`config.mk`:
```
export PLATFORM = sky130hd
export DESIGN_NAME = seq_div4
export DESIGN_NICKNAME = d
export VERILOG_FILES = /design/src/rtl/seq_div4.sv
export SDC_FILE = /design/constraint.sdc
export NUM_CORES = 1
export LEC_CHECK = 0
export ABC_AREA = 1
export CORE_MARGIN = 3
export CORE_UTILIZATION = 55
export CTS_CLUSTER_SIZE = 20
export DETAILED_ROUTE_END_ITERATION = 7
export PLACE_DENSITY = 0.82
export SLEW_MARGIN = 20
export SYNTH_ARGS = -nofsm -noshare
export SYNTH_HDL_FRONTEND = slang
export SYNTH_SLANG_ARGS = --single-unit
```
`constraint.sdc`:
```
create_clock -name clk -period 2.1 [get_ports clk]
set_input_delay 0.315 -clock clk [delete_from_list [all_inputs] [get_ports clk]]
set_output_delay 0.315 -clock clk [all_outputs]
set_load 0.05 [all_outputs]
```
`src/rtl/seq_div4.sv`:
```
// Sequential restoring divider: one quotient bit per cycle, MSB first.
// Quot/Rem/Dz are updated only when the FSM enters DONE (or on reset).
module seq_div4 #(
    parameter int unsigned WIDTH = 4  // must be >= 2
) (
    input  logic             clk,
    input  logic             rst,
    input  logic             start,
    input  logic [WIDTH-1:0] A,
    input  logic [WIDTH-1:0] B,
    output logic [WIDTH-1:0] Quot,
    output logic [WIDTH-1:0] Rem,
    output logic             busy,
    output logic             done,
    output logic             Dz
);

    localparam int unsigned CW = (WIDTH > 1) ? $clog2(WIDTH) : 1;
    localparam logic [CW-1:0] LAST = CW'(WIDTH - 1);

    localparam logic [1:0] IDLE = 2'd0;
    localparam logic [1:0] CALC = 2'd1;
    localparam logic [1:0] DONE = 2'd2;

    logic [1:0]       state;
    logic [WIDTH-1:0] dvd;   // dividend bits shift out the top, quotient bits shift in below
    logic [WIDTH-1:0] dvs;
    logic [WIDTH-1:0] prem;
    logic [CW-1:0]    cnt;

    logic [WIDTH:0]   pshift;
    logic [WIDTH+1:0] diff;
    logic             ge;
    logic [WIDTH-1:0] pnext;
    logic [WIDTH-1:0] qnext;
    logic             unused_diff;

    // Subtract as P' + ~B + 1; the carry out of the WIDTH+1 bit field means no borrow.
    always_comb begin
        pshift = {prem, dvd[WIDTH-1]};
        diff   = {1'b0, pshift} + {1'b0, ~{1'b0, dvs}} + {{(WIDTH + 1){1'b0}}, 1'b1};
        ge     = diff[WIDTH+1];
        pnext  = ge ? diff[WIDTH-1:0] : pshift[WIDTH-1:0];
        qnext  = {dvd[WIDTH-2:0], ge};
    end

    // The restored remainder is always below B, so this bit is zero whenever it is used.
    assign unused_diff = diff[WIDTH];

    always_ff @(posedge clk) begin
        if (rst) begin
            state <= IDLE;
            dvd   <= '0;
            dvs   <= '0;
            prem  <= '0;
            cnt   <= '0;
            Quot  <= '0;
            Rem   <= '0;
            Dz    <= 1'b0;
        end else begin
            case (state)
                IDLE: begin
                    if (start) begin
                        if (B != '0) begin
                            dvd   <= A;
                            dvs   <= B;
                            prem  <= '0;
                            cnt   <= '0;
                            state <= CALC;
                        end else begin
                            Quot  <= '1;
                            Rem   <= A;
                            Dz    <= 1'b1;
                            state <= DONE;
                        end
                    end
                end
                CALC: begin
                    dvd  <= qnext;
                    prem <= pnext;
                    cnt  <= cnt + 1'b1;
                    if (cnt == LAST) begin
                        Quot  <= qnext;
                        Rem   <= pnext;
                        Dz    <= 1'b0;
                        state <= DONE;
                    end
                end
                DONE:    state <= IDLE;
                default: state <= IDLE;
            endcase
        end
    end

    assign busy = (state == CALC);
    assign done = (state == DONE);

endmodule

```
-- Word level (Yosys, flattened, before mapping)
Cells that the tools add are included.
- bits in registers: 25
- latch bits: 0
- bits in writable memories: 0
- ROM bits: 0
- bits of input ports: 11
- memories kept: 0
- $add $sub $neg: 3
- multipliers: 0
- div/mod/pow operators: 0
- magnitude comparators: 0
- equality and inequality tests: 7
- shifts and indexed selects: 0
- muxes and demuxes: 26
- bitwise logic cells: 1
- reduce and logical (&&, ||, !) cells: 7
- operators with widths (cell ; number):
    2-to-1 mux 4 bit ; 11
    one-hot mux 4 bit (2 select lines) ; 4
    2-to-1 mux 2 bit ; 5
    one-hot mux 2 bit (2 select lines) ; 2
    adder 5 x 5 -> 6 bit ; 1
    adder 6 x 1 -> 6 bit (second input constant) ; 1
    != test 2 bit (second input constant) ; 3
    AND reduction 3 bit ; 2
    NOT 4 -> 5 bit ; 1
    equality test 2 bit (second input constant) ; 2
    AND reduction 4 bit ; 1
    nonzero test 4 bit ; 1
    2-to-1 mux 1 bit ; 3
    adder 2 x 1 -> 2 bit (second input constant) ; 1
    equality test 2 x 1 -> 1 bit (second input constant) ; 1
    zero test 2 bit ; 1
    != test 2 x 1 -> 1 bit (second input constant) ; 1
    one-hot mux 1 bit (2 select lines) ; 1
    AND reduction 2 bit ; 1
    nonzero test 2 bit ; 1

-- Logic depth before layout (Yosys ltp)
Gate-level depths: netlist (run 1).
- depth after elaboration: 6
- depth in mapped cells: 11
- gate-level depth less buffers: 11

-- Worst setup path after synthesis (run 1)
Ideal clock, no wire load.
- path type: reg-to-reg
- from: register dvs[2]
- to: register prem[2]
- setup time: 0.110 ns
- data arrival time: 1.305 ns
- data required time: 1.990 ns
- setup slack: 0.686 ns
- stages on the path, launching flop included: 11
- path buffers: 0
- period minus slack after synthesis: 1.414 ns
- cell sequence: dfxtp_1 -> inv_1 -> ha_1 -> nand2_1 -> inv_1 -> nand3_1 -> nand3_1 -> nand3_1 -> nand3_1 -> nand2_1 -> inv_1
- cells in the longest elaborated chain, start to end: 5
- RTL lines (element ; line ; RTL):
    start, declared ; 27 ; logic [WIDTH-1:0] dvs;
    start signal, assigned ; 54 ; dvs <= '0;
    start signal, assigned ; 66 ; dvs <= B;
    NOT 4 -> 5 bit ; 41 ; diff = {1'b0, pshift} + {1'b0, ~{1'b0, dvs}} + {{(WIDTH + 1){1'b0}}, 1'b1};
    adder 5 x 5 -> 6 bit ; 41 ;
    adder 6 x 1 -> 6 bit ; 41 ;
    2-to-1 mux 4 bit ; 43 ; pnext = ge ? diff[WIDTH-1:0] : pshift[WIDTH-1:0];
    one-hot mux 4 bit (2 select lines) ; 61 ; case (state)
    end signal, assigned ; 80 ; prem <= pnext;
    end, declared ; 28 ; logic [WIDTH-1:0] prem;
Every way passes these cells.
A chain may end at the register's enable or synchronous reset.

-- Final worst setup path (run 1)
- from: register state[1]
- to: output port done
- cells in the longest elaborated chain, start to end: 1
- RTL lines (element ; line ; RTL):
    start, declared ; 25 ; logic [1:0] state;
    start signal, assigned ; 52 ; state <= IDLE;
    start signal, assigned ; 69 ; state <= CALC;
    start signal, assigned ; 74 ; state <= DONE;
    equality test 2 bit ; 96 ; assign done = (state == DONE);
    end, declared ; 14 ; output logic done,
Every way passes these cells.

==> metrics.txt, run 1 <==
# TYPE chip_impl_metric gauge
chip_impl_metric{name="cts.sink_count",unit=""} 25
chip_impl_metric{name="power.switching_fraction",unit="%"} 36.9
chip_impl_info{name="post_synth_main_area_contributors",value="dfxtp_1 (39%), inv_1 (9.9%), nand2_1 (9.9%)"} 1
chip_impl_metric{name="synth-warning-count",unit=""} 0
chip_impl_metric{name="power.sequential.fraction",unit="%"} 47.8
chip_impl_metric{name="layout_min_cycle_time",unit="ns"} 1.95
chip_impl_metric{name="number_of_setup_buffers_added_after_cts",unit=""} 0
chip_impl_metric{name="drc_errors",unit=""} 0
chip_impl_metric{name="mappedNetlistArea",unit="mm2"} 0.00129
chip_impl_metric{name="dp.cells",unit=""} 236
chip_impl_metric{name="r2r.worst_path.cells",unit=""} 10
chip_impl_metric{name="ys_seq_elements",unit=""} 25
chip_impl_metric{name="timing_hold_violations_final",unit=""} 0
chip_impl_metric{name="cts.path.max_buffers",unit=""} 2
chip_impl_metric{name="instances_no_fill",unit=""} 240
chip_impl_metric{name="die-width",unit="um"} 54.4
chip_impl_metric{name="met2_wirelength",unit="um"} 1400
chip_impl_metric{name="ctsHoldBuffers",unit=""} 0
chip_impl_metric{name="clock_power_share",unit="%"} 18.7
chip_impl_metric{name="syn_area_cell",unit="um2"} 6.75
chip_impl_metric{name="critPathArrivalTime",unit="ns"} 1.64
chip_impl_metric{name="worstHoldPathCells",unit=""} 2
chip_impl_metric{name="netlist-cell-type-count",unit=""} 22
chip_impl_metric{name="synth_simple_gate_area_share",unit="%"} 31.4
chip_impl_metric{name="synth-compound-area-share",unit="%"} 9.70
chip_impl_metric{name="drt-vias-per-instance",unit=""} 5.15
chip_impl_metric{name="clock-skew-final",unit="ns"} 0.00899
chip_impl_metric{name="post-dp-hpwl",unit="um"} 2160
chip_impl_info{name="critPathKind",value="reg -> out"} 1
chip_impl_metric{name="met3_wirelength",unit="um"} 97
chip_impl_metric{name="rows",unit=""} 16
chip_impl_metric{name="drv_cap",unit=""} 0
chip_impl_metric{name="critical_path.n_buffers_inverters",unit=""} 2
chip_impl_metric{name="cts_buffers",unit=""} 3
chip_impl_metric{name="drtAntennaViolNets",unit=""} 0
chip_impl_info{name="cpMaxStageDelayCell",value="clkdlybuf4s50_1"} 1
chip_impl_metric{name="synth_largest_type_area_fraction",unit="%"} 38.8
chip_impl_info{name="path_cells",value="inv_1 -> nor2_1 -> clkdlybuf4s50_1"} 1
chip_impl_metric{name="pin_count",unit=""} 22
chip_impl_metric{name="cts_htree_levels",unit=""} 1
chip_impl_metric{name="synth-async-reset-ratio",unit="%"} 0
chip_impl_metric{name="drive_above_1_share",unit="%"} 6.57
chip_impl_metric{name="groute.usage.overall",unit="%"} 21.0
chip_impl_info{name="worst_min_delay_path_class",value="reg -> reg"} 1
chip_impl_metric{name="grt_first_pass_wirelength",unit="um"} 4580
chip_impl_metric{name="detail_route.wirelength",unit="um"} 2780
chip_impl_metric{name="synth_sequential_area_ratio",unit="%"} 38.8
chip_impl_metric{name="multi_input_area",unit="um2"} 622
chip_impl_metric{name="dr.pass1.iters",unit=""} 4
chip_impl_metric{name="comb_power_share",unit="%"} 33.5
chip_impl_info{name="critical-path-top-delay-family",value="buffers and inverters"} 1
chip_impl_info{name="grt_setup_unrepaired",value="no"} 1
chip_impl_metric{name="pre_cts_slack",unit="ns"} 0.401
chip_impl_metric{name="postCtsResizedCells",unit=""} 0
chip_impl_metric{name="grt_overflow_total",unit=""} 0
chip_impl_metric{name="post_synth_xor_area_fraction",unit="%"} 0.679
chip_impl_metric{name="initial_standard_cell_utilization_of_the_core",unit="%"} 62.0
chip_impl_metric{name="nNetsFinal",unit=""} 231
chip_impl_metric{name="max_slew_margin",unit="%"} 66.7
chip_impl_metric{name="core",unit="mm2"} 0.00208
chip_impl_metric{name="num_antenna_cells",unit=""} 0
chip_impl_metric{name="yosys-mux-area-fraction",unit="%"} 0
chip_impl_metric{name="combined_flip_flop_and_latch_cell_area",unit="um2"} 500
chip_impl_metric{name="p_leak",unit="nW"} 0.787
chip_impl_info{name="largest_family_of_logic_cells_by_synthesized_area",value="simple AND/OR/NAND/NOR gates"} 1
chip_impl_metric{name="vias_in_the_first_global_route",unit=""} 1154
chip_impl_metric{name="p_per_area",unit="mW/mm2"} 743
chip_impl_metric{name="area.growth.synth_to_final",unit="%"} 19.5
chip_impl_metric{name="detail_route.iter0.violations",unit=""} 32
chip_impl_metric{name="place_congestion",unit=""} 0.900
chip_impl_info{name="status",value="complete, no violations"} 1
chip_impl_metric{name="i_o_buffers",unit=""} 21
chip_impl_metric{name="layout_setup_ws",unit="ns"} 0.146
chip_impl_metric{name="met1_length",unit="um"} 1250
chip_impl_metric{name="filler_cell_count",unit=""} 190
chip_impl_info{name="top_signal_layer_used",value="met4"} 1
chip_impl_metric{name="grt_antenna_before_repair",unit=""} 0
chip_impl_metric{name="postSynthNetCount",unit=""} 208
chip_impl_info{name="worst_setup_path_start_kind",value="register"} 1
chip_impl_metric{name="setup_tns",unit="ns"} 0
chip_impl_metric{name="clk-insertion-delay-late",unit="ns"} 0.32
chip_impl_metric{name="die_h",unit="um"} 54.4
chip_impl_metric{name="power_report.internal_total",unit="W"} 0.000722
chip_impl_metric{name="total_power",unit="W"} 0.00114
chip_impl_metric{name="grt_max_degree",unit=""} 17
chip_impl_metric{name="die_area",unit="mm2"} 0.00296
chip_impl_metric{name="average_wire_per_standard_cell",unit="um"} 11.6
chip_impl_metric{name="clk_transition_reported_paths",unit="ns"} 0.14
chip_impl_info{name="cts_tree",value="yes"} 1
chip_impl_info{name="crit_path_end_kind",value="output port"} 1
chip_impl_metric{name="number_of_flops_mapped_to_enable_cells_by_yosys",unit=""} 0
chip_impl_metric{name="worst-endpoint-required",unit="ns"} 1.78
chip_impl_metric{name="crit_fanout",unit=""} 3
chip_impl_info{name="synth_commonest_cells",value="inv_1 (34), nand2_1 (34), nor2_1 (29)"} 1
chip_impl_metric{name="power_switching",unit="W"} 0.000423
chip_impl_metric{name="ir_worst_vdd",unit="mV"} 0.483
chip_impl_info{name="cts.root.buffer_cell",value="clkbuf_4"} 1
chip_impl_metric{name="synth_cells",unit=""} 191
chip_impl_metric{name="synth_fa_ha_area_share",unit="%"} 6.40
chip_impl_metric{name="max_freq",unit="MHz"} 512
chip_impl_metric{name="tcrit_tclk_final",unit="%"} 93.0
chip_impl_metric{name="final-max-slew-violation-count",unit=""} 0
chip_impl_info{name="netlist.top_cell.by_area",value="dfxtp_1"} 1
chip_impl_metric{name="worst_slew_pin_slew",unit="ns"} 0.498
chip_impl_metric{name="critical_path.max_stage_delay",unit="ns"} 0.80
chip_impl_metric{name="report.final.setup_viol",unit=""} 0
chip_impl_metric{name="worstSetupPathDepth",unit=""} 3
chip_impl_metric{name="routed-via-count",unit=""} 1235
chip_impl_info{name="synth_flop_cell",value="dfxtp_1"} 1
[registers in the layout (all words and copies together) (netlist names)]
register / count
Dz: 1
dvd: 4
prem: 4
Rem: 4
state: 2
Quot: 4
cnt: 2
dvs: 4
[through the flow]
stage | utilization, % | area, um2 | hold slack [ns]
floorplan | - | 1290 | 0.435
global placement | 72.7 | 1510 | 0.452
detailed placement | 72.7 | 1510 | 0.464
CTS | 74.0 | 1540 | 0.483
global route | 74.0 | 1540 | 0.496
finish | 74.0 | 1540 | 0.479
[logic make-up after synthesis]
logic type,Yosys count
AOI/OAI and AO/OA,24
xor gates and xnor gates,1
adders and majority gates,6
buffers and inverters,41
DFF,25
and+or+nand+nor,94
[power groups by stage]
stage          Sequential, W  Clock [W]  Combinational (W)
6_report            0.000547   0.000214           0.000383
5_1_grt             0.000552   0.000231           0.000429
4_1_cts             0.000547   0.000220           0.000383
3_5_place_dp        0.000557          0           0.000381
3_3_place_gp        0.000557          0           0.000372
2_1_floorplan       0.000612          0           0.000220
[worst register-to-register path, cell delays in order (launching register included)]
cell and delay (ns):
dfxtp_1 0.33, inv_1 0.06, ha_1 0.30, inv_1 0.06, nor2_2 0.12, nand3_1 0.18
nand3_1 0.23, nand3_1 0.13, nand3_1 0.10, nand2_1 0.06, inv_1 0.07
[final cells by class]
class / instances / share of cell area, %
Clock buffer: 3 / 1.46
Clock inverter: 1 / 0.325
Inverter: 36 / 8.77
Multi-Input combinational cell: 125 / 40.3
Sequential cell: 25 / 32.5
Tap cell: 27 / 2.19
Timing Repair Buffer: 23 / 14.4
[placed cells by master, fill, tap and decap left out]
cell | Yosys | final
clkdlybuf4s50_1 | 0 | 20
nand2_1 | 34 | 34
ha_1 | 5 | 5
nand2_2 | 2 | 2
fa_1 | 1 | 1
nor2_1 | 29 | 29
nand4_1 | 6 | 6
o211ai_1 | 1 | 1
nor2_2 | 3 | 3
buf_4 | 1 | 3
o21ai_1 | 1 | 1
xor2_1 | 1 | 1
inv_2 | 2 | 2
o21ai_0 | 12 | 12
a21oi_1 | 9 | 9
nor3_1 | 4 | 4
inv_1 | 34 | 34
clkinv_2 | 0 | 1
nand3_1 | 16 | 16
a211oi_1 | 1 | 1
clkbuf_4 | 0 | 3
dfxtp_1 | 25 | 25
[path summary, 6_finish.rpt]
| kind | to | startpoint | slack, ns |
|---|---|---|---|
| worst max register to register | prem[1] | dvs[3] | 0.42 |
| worst min register to register | Dz | Dz | 0.48 |
| worst max-delay path | done | state[1] | 0.15 |
| worst min-delay path | Dz | Dz | 0.48 |
[layer usage]
| metal | vias to the layer above | GRT usage, % |
|---|---|---|
| met4 | 0 | 6.22 |
| met3 | 4 | 2.72 |
| met1 | 565 | 25.6 |
| li1 | 642 | - |
| met5 | - | 0 |
| met2 | 24 | 37.8 |
Note: power is estimated with default switching activity, not from simulation.
==> run 2, diff against run 1 <==
CORE_MARGIN = 2   (was 3)
CTS_BUF_LIST = sky130_fd_sc_hd__clkbuf_8 sky130_fd_sc_hd__clkbuf_16   (was default)
==> run 2 against run 1 <==
Effect of this change:
- worst hold slack got worse by 0.011 ns
- combinational power is essentially flat
- critical path depth unchanged
- fmax is 4.8% higher
- sequential share of layout area down 0.39 points
- clock skew down 0.0067 ns
- clock-buffer cell count stayed put
- clock power is 27% higher
- non-clock buffer count stayed put
- wire length down 3.0%
- setup slack gained 0.090 ns
==> metrics.txt, run 2 (synthesis gave the netlist of run 1 again) <==
# TYPE chip_impl_metric gauge
chip_impl_info{name="status",value="complete, no violations"} 1
chip_impl_info{name="crit_path_end_kind",value="output port"} 1
chip_impl_info{name="cts.root.buffer_cell",value="clkbuf_8"} 1
chip_impl_metric{name="i_o_buffers",unit=""} 21
chip_impl_metric{name="drt-vias-per-instance",unit=""} 5.12
chip_impl_info{name="worst_setup_path_start_kind",value="register"} 1
chip_impl_metric{name="dr.pass1.iters",unit=""} 4
chip_impl_metric{name="cts.sink_count",unit=""} 25
chip_impl_metric{name="number_of_setup_buffers_added_after_cts",unit=""} 0
chip_impl_metric{name="vias_in_the_first_global_route",unit=""} 1221
chip_impl_metric{name="max_freq",unit="MHz"} 536
chip_impl_metric{name="grt_overflow_total",unit=""} 0
chip_impl_metric{name="p_leak",unit="nW"} 0.796
chip_impl_metric{name="die_h",unit="um"} 52.4
chip_impl_metric{name="drtAntennaViolNets",unit=""} 0
chip_impl_metric{name="cts_buffers",unit=""} 3
chip_impl_metric{name="drive_above_1_share",unit="%"} 6.10
chip_impl_info{name="cts_tree",value="yes"} 1
chip_impl_metric{name="pin_count",unit=""} 22
chip_impl_info{name="regToRegStartpoint",value="dvs[3]"} 1
chip_impl_metric{name="register_to_register_setup_slack",unit="ns"} 0.41
chip_impl_info{name="hold_path.startpoint",value="Dz"} 1
chip_impl_metric{name="crit_fanout",unit=""} 3
chip_impl_metric{name="cts.path.max_buffers",unit=""} 2
chip_impl_metric{name="clk-insertion-delay-late",unit="ns"} 0.26
chip_impl_metric{name="report.final.setup_viol",unit=""} 0
chip_impl_metric{name="worstHoldPathCells",unit=""} 2
chip_impl_metric{name="ctsHoldBuffers",unit=""} 0
chip_impl_metric{name="average_wire_per_standard_cell",unit="um"} 11.2
chip_impl_metric{name="die_area",unit="mm2"} 0.00275
chip_impl_info{name="mostFrequentLayoutCell",value="inv_1"} 1
chip_impl_metric{name="worst_slew_pin_slew",unit="ns"} 0.508
chip_impl_metric{name="filler_cell_count",unit=""} 196
chip_impl_info{name="critPathKind",value="reg -> out"} 1
chip_impl_metric{name="worst-endpoint-required",unit="ns"} 1.78
chip_impl_info{name="crit-reg2reg-capture",value="prem[2]"} 1
chip_impl_info{name="grt_setup_unrepaired",value="no"} 1
chip_impl_metric{name="detail_route.wirelength",unit="um"} 2690
chip_impl_metric{name="tcrit_tclk_final",unit="%"} 88.8
chip_impl_metric{name="core",unit="mm2"} 0.00221
chip_impl_metric{name="cts_htree_levels",unit=""} 1
chip_impl_metric{name="clock-skew-final",unit="ns"} 0.00228
chip_impl_metric{name="nNetsFinal",unit=""} 231
chip_impl_metric{name="layout_min_cycle_time",unit="ns"} 1.86
chip_impl_metric{name="detail_route.iter0.violations",unit=""} 27
chip_impl_metric{name="drv_cap",unit=""} 0
chip_impl_metric{name="grt_max_degree",unit=""} 17
chip_impl_metric{name="postPlaceCellArea",unit="mm2"} 0.00152
chip_impl_metric{name="fin_hold_ws",unit="ns"} 0.468
chip_impl_metric{name="setup_tns",unit="ns"} 0
chip_impl_metric{name="place_congestion",unit=""} 0.894
chip_impl_metric{name="total_power",unit="W"} 0.00120
chip_impl_metric{name="final_core_util",unit="%"} 70.5
chip_impl_metric{name="drc_errors",unit=""} 0
chip_impl_metric{name="initial_standard_cell_utilization_of_the_core",unit="%"} 58.3
chip_impl_metric{name="clk_transition_reported_paths",unit="ns"} 0.08
chip_impl_metric{name="die-width",unit="um"} 52.4
chip_impl_metric{name="critPathArrivalTime",unit="ns"} 1.55
chip_impl_info{name="leading_cell_types_in_the_layout_fill_and_taps_excluded",value="inv_1 (35), nand2_1 (34), nor2_1 (29)"} 1
chip_impl_metric{name="grt_first_pass_wirelength",unit="um"} 4950
chip_impl_metric{name="r2r.worst_path.cells",unit=""} 10
chip_impl_metric{name="final-max-slew-violation-count",unit=""} 0
chip_impl_metric{name="routed-via-count",unit=""} 1235
chip_impl_metric{name="area.growth.synth_to_final",unit="%"} 21.0
chip_impl_metric{name="rows",unit=""} 17
chip_impl_metric{name="design_area",unit="mm2"} 0.00156
chip_impl_metric{name="post-dp-hpwl",unit="um"} 2110
chip_impl_metric{name="num_antenna_cells",unit=""} 0
chip_impl_metric{name="p_per_area",unit="mW/mm2"} 769
chip_impl_metric{name="ir_worst_vdd",unit="mV"} 0.645
chip_impl_info{name="worst_min_delay_path_class",value="reg -> reg"} 1
chip_impl_metric{name="max_slew_margin",unit="%"} 66.0
chip_impl_metric{name="timing_hold_violations_final",unit=""} 0
chip_impl_metric{name="groute.usage.overall",unit="%"} 24.3
chip_impl_metric{name="postCtsResizedCells",unit=""} 0
chip_impl_info{name="holdPathEnd",value="Dz"} 1
chip_impl_metric{name="grt_antenna_before_repair",unit=""} 0
## run 2: cell count changes in the layout (fill, tap and decap cells not counted), sizes merged
cell / previous run / this run
inv: 36 / 37
clkinv: 1 / 0
## run 2: per-layer routing
layer	GRT usage (%)	wire, um	share of wire, %	up-vias
met1	29.4	1220	45	559
met5	0	0	0	-
met2	40.8	1280	48	26
met3	4.29	117	4.3	6
met4	12.4	74	2.7	0
li1	-	-	-	644
## run 2: layout make-up
type / instances / area [um2] / share of cell area [%]
clock buffers: 3 / 41.3 / 2.65
clock inverters: 1 / 3.75 / 0.241
inverters: 36 / 135 / 8.66
multi-input cells: 125 / 622 / 39.9
flip-flops and latches: 25 / 500 / 32.1
well taps: 28 / 35.0 / 2.25
repair buffers: 23 / 223 / 14.3
## run 2: critical path, stage by stage (launching register included)
cell and delay (ns):
dfxtp_1 0.33, inv_1 0.07, nor2_1 0.08, clkdlybuf4s50_1 0.80
## run 2: stage by stage
stage	cells	setup slack (ns)
2_1_floorplan	191	0.686
3_3_place_gp	237	0.420
3_5_place_dp	237	0.386
4_1_cts	241	0.228
5_1_grt	241	0.166
6_report	241	0.236
## run 2: worst max-delay path by stage
stage          startpoint  endpoint  slack (ns)  cells after the start
2_1_floorplan      dvs[2]   prem[2]        0.69                     10
3_5_place_dp         B[3]    Rem[2]        0.39                     10
3_3_place_gp         B[3]    Rem[3]        0.42                      9
4_1_cts          state[1]      done        0.23                      3
5_1_grt          state[1]      done        0.17                      3
6_report         state[1]      done        0.24                      3
## run 2: power breakdown
| part | total (W) | leakage, nW | switching (W) | internal (W) |
|---|---|---|---|---|
| clock | 0.000272 | 0.0269 | 0.000142 | 0.000131 |
| sequential | 0.000546 | 0.205 | 0.0000264 | 0.000519 |
| combinational | 0.000382 | 0.564 | 0.000251 | 0.000131 |
| total | 0.00120 | 0.796 | 0.000419 | 0.000781 |
==> run 3, diff against run 2 <==
SETUP_SLACK_MARGIN = 0.4   (was default)
==> run 3 against run 2 <==
Effect of this change:
- clock power rose by 1%
- total power rose by 1.2%
- register-to-register slack improved by 0.10 ns
- critical endpoint unchanged
- core utilization rose by 0.85 points
- highest routed layer unchanged
- clock-buffer cell count did not move
- global-route usage rose by 0.060 points
- combinational power rose by 3%
- fmax rose by 17%
- critical path depth did not move
- critical path type unchanged
- via count rose by 1.4%
==> metrics.txt, run 3 (synthesis gave the netlist of run 1 again) <==
# TYPE chip_impl_metric gauge
chip_impl_metric{name="initial_standard_cell_utilization_of_the_core",unit="%"} 58.3
chip_impl_metric{name="vias_in_the_first_global_route",unit=""} 1225
chip_impl_metric{name="cts.sink_count",unit=""} 25
chip_impl_metric{name="final-max-slew-violation-count",unit=""} 0
chip_impl_metric{name="grt_overflow_total",unit=""} 0
chip_impl_info{name="worst_min_delay_path_class",value="reg -> reg"} 1
chip_impl_metric{name="area.growth.synth_to_final",unit="%"} 22.4
chip_impl_metric{name="max_slew_margin",unit="%"} 66.7
chip_impl_metric{name="critPathArrivalTime",unit="ns"} 1.27
chip_impl_info{name="leading_cell_types_in_the_layout_fill_and_taps_excluded",value="inv_1 (35), nand2_1 (34), nor2_1 (29)"} 1
chip_impl_metric{name="grt_antenna_before_repair",unit=""} 0
chip_impl_metric{name="drtAntennaViolNets",unit=""} 0
chip_impl_metric{name="die_h",unit="um"} 52.4
chip_impl_info{name="grt_setup_unrepaired",value="yes"} 1
chip_impl_metric{name="setup_tns",unit="ns"} 0
chip_impl_info{name="cts.root.buffer_cell",value="clkbuf_8"} 1
chip_impl_metric{name="worst_slew_pin_slew",unit="ns"} 0.502
chip_impl_metric{name="nNetsFinal",unit=""} 231
chip_impl_metric{name="clk-insertion-delay-late",unit="ns"} 0.27
chip_impl_metric{name="report.final.setup_viol",unit=""} 0
chip_impl_metric{name="clock-skew-final",unit="ns"} 0.00204
chip_impl_info{name="critPathKind",value="reg -> out"} 1
chip_impl_metric{name="layout_min_cycle_time",unit="ns"} 1.59
chip_impl_metric{name="place_congestion",unit=""} 0.894
chip_impl_metric{name="average_wire_per_standard_cell",unit="um"} 11.4
chip_impl_metric{name="max_freq",unit="MHz"} 629
chip_impl_metric{name="crit_fanout",unit=""} 3
chip_impl_metric{name="pre_cts_slack",unit="ns"} 0.386
chip_impl_metric{name="layout_setup_ws",unit="ns"} 0.510
chip_impl_metric{name="p_leak",unit="nW"} 0.848
chip_impl_info{name="crit_path_end_kind",value="output port"} 1
chip_impl_info{name="mostFrequentLayoutCell",value="inv_1"} 1
chip_impl_metric{name="rows",unit=""} 17
chip_impl_metric{name="multi_input_area",unit="um2"} 651
chip_impl_metric{name="grt_first_pass_wirelength",unit="um"} 4970
chip_impl_metric{name="combined_flip_flop_and_latch_cell_area",unit="um2"} 500
chip_impl_metric{name="postPlaceCellArea",unit="mm2"} 0.00152
chip_impl_metric{name="num_antenna_cells",unit=""} 0
chip_impl_metric{name="filler_cell_count",unit=""} 199
chip_impl_info{name="cts_tree",value="yes"} 1
chip_impl_metric{name="register_to_register_setup_slack",unit="ns"} 0.51
chip_impl_metric{name="clk_transition_reported_paths",unit="ns"} 0.08
chip_impl_metric{name="groute.usage.overall",unit="%"} 24.3
chip_impl_metric{name="design_area",unit="mm2"} 0.00158
chip_impl_metric{name="post-dp-hpwl",unit="um"} 2110
chip_impl_metric{name="drv_cap",unit=""} 0
chip_impl_metric{name="cts_htree_levels",unit=""} 1
chip_impl_metric{name="dr.pass1.iters",unit=""} 4
chip_impl_metric{name="p_per_area",unit="mW/mm2"} 769
chip_impl_metric{name="ctsHoldBuffers",unit=""} 0
chip_impl_metric{name="die_area",unit="mm2"} 0.00275
chip_impl_metric{name="ir_worst_vdd",unit="mV"} 0.661
chip_impl_info{name="status",value="complete, no violations"} 1
chip_impl_metric{name="cts.path.max_buffers",unit=""} 2
chip_impl_metric{name="drt-vias-per-instance",unit=""} 5.20
chip_impl_metric{name="number_of_setup_buffers_added_after_cts",unit=""} 0
chip_impl_metric{name="worst-endpoint-required",unit="ns"} 1.78
chip_impl_metric{name="grt_max_degree",unit=""} 17
chip_impl_metric{name="i_o_buffers",unit=""} 21
chip_impl_metric{name="die-width",unit="um"} 52.4
chip_impl_metric{name="detail_route.iter0.violations",unit=""} 33
chip_impl_metric{name="drive_above_1_share",unit="%"} 7.51
chip_impl_metric{name="cts_buffers",unit=""} 3
chip_impl_metric{name="detail_route.wirelength",unit="um"} 2750
chip_impl_info{name="worst_setup_path_start_kind",value="register"} 1
chip_impl_metric{name="drc_errors",unit=""} 0
chip_impl_metric{name="pin_count",unit=""} 22
chip_impl_metric{name="routed-via-count",unit=""} 1252
chip_impl_metric{name="core",unit="mm2"} 0.00221
chip_impl_metric{name="tcrit_tclk_final",unit="%"} 75.7
chip_impl_metric{name="timing_hold_violations_final",unit=""} 0
[run 3: layer usage]
metal | global-route usage [%] | part of all wire, % | up-vias
met3 | 4.29 | 4.4 | 7
li1 | - | - | 643
met2 | 41.0 | 48 | 35
met1 | 29.4 | 45 | 567
met5 | 0 | 0 | -
met4 | 12.4 | 2.7 | 0
[run 3: final timing paths]
check	start	to	cells after the start
worst max-delay path	state[1]	done	3
worst min-delay path	Dz	Dz	2
worst max register to register	dvs[3]	prem[2]	10
worst min register to register	Dz	Dz	2
[run 3: critical path, cell delays in order (launching register included)]
cell,delay [ns]
dfxtp_1,0.33
inv_1,0.07
nor2_1,0.07
dlygate4sd2_1,0.53
[run 3: area by class of cell]
type                       count  share of cell area, %
clock buffer                   3                   2.61
clock inverter                 1                  0.238
inverter                      36                   8.72
multi-input combinational    125                   41.2
sequential                    25                   31.7
tap                           28                   2.22
timing repair buffer          23                   13.3
[run 3: repair_timing]
item,CTS,global route
setup endpoints to repair,10,10
resized for setup,10,6
pin swaps,0,1
[run 3: through the flow]
stage	hold slack [ns]	total power, W	cells	util, %
after global routing	0.507	0.00129	241	71.4
final	0.463	0.00121	241	71.4
after detailed placement	0.461	0.000938	237	68.5
after floorplan	0.435	0.000832	191	-
after global placement	0.457	0.000926	237	68.5
after CTS	0.470	0.00120	241	70.0
[run 3: power breakdown]
group          switching [W]  internal (W)
registers          0.0000254      0.000519
logic               0.000265      0.000128
clock network       0.000145      0.000131
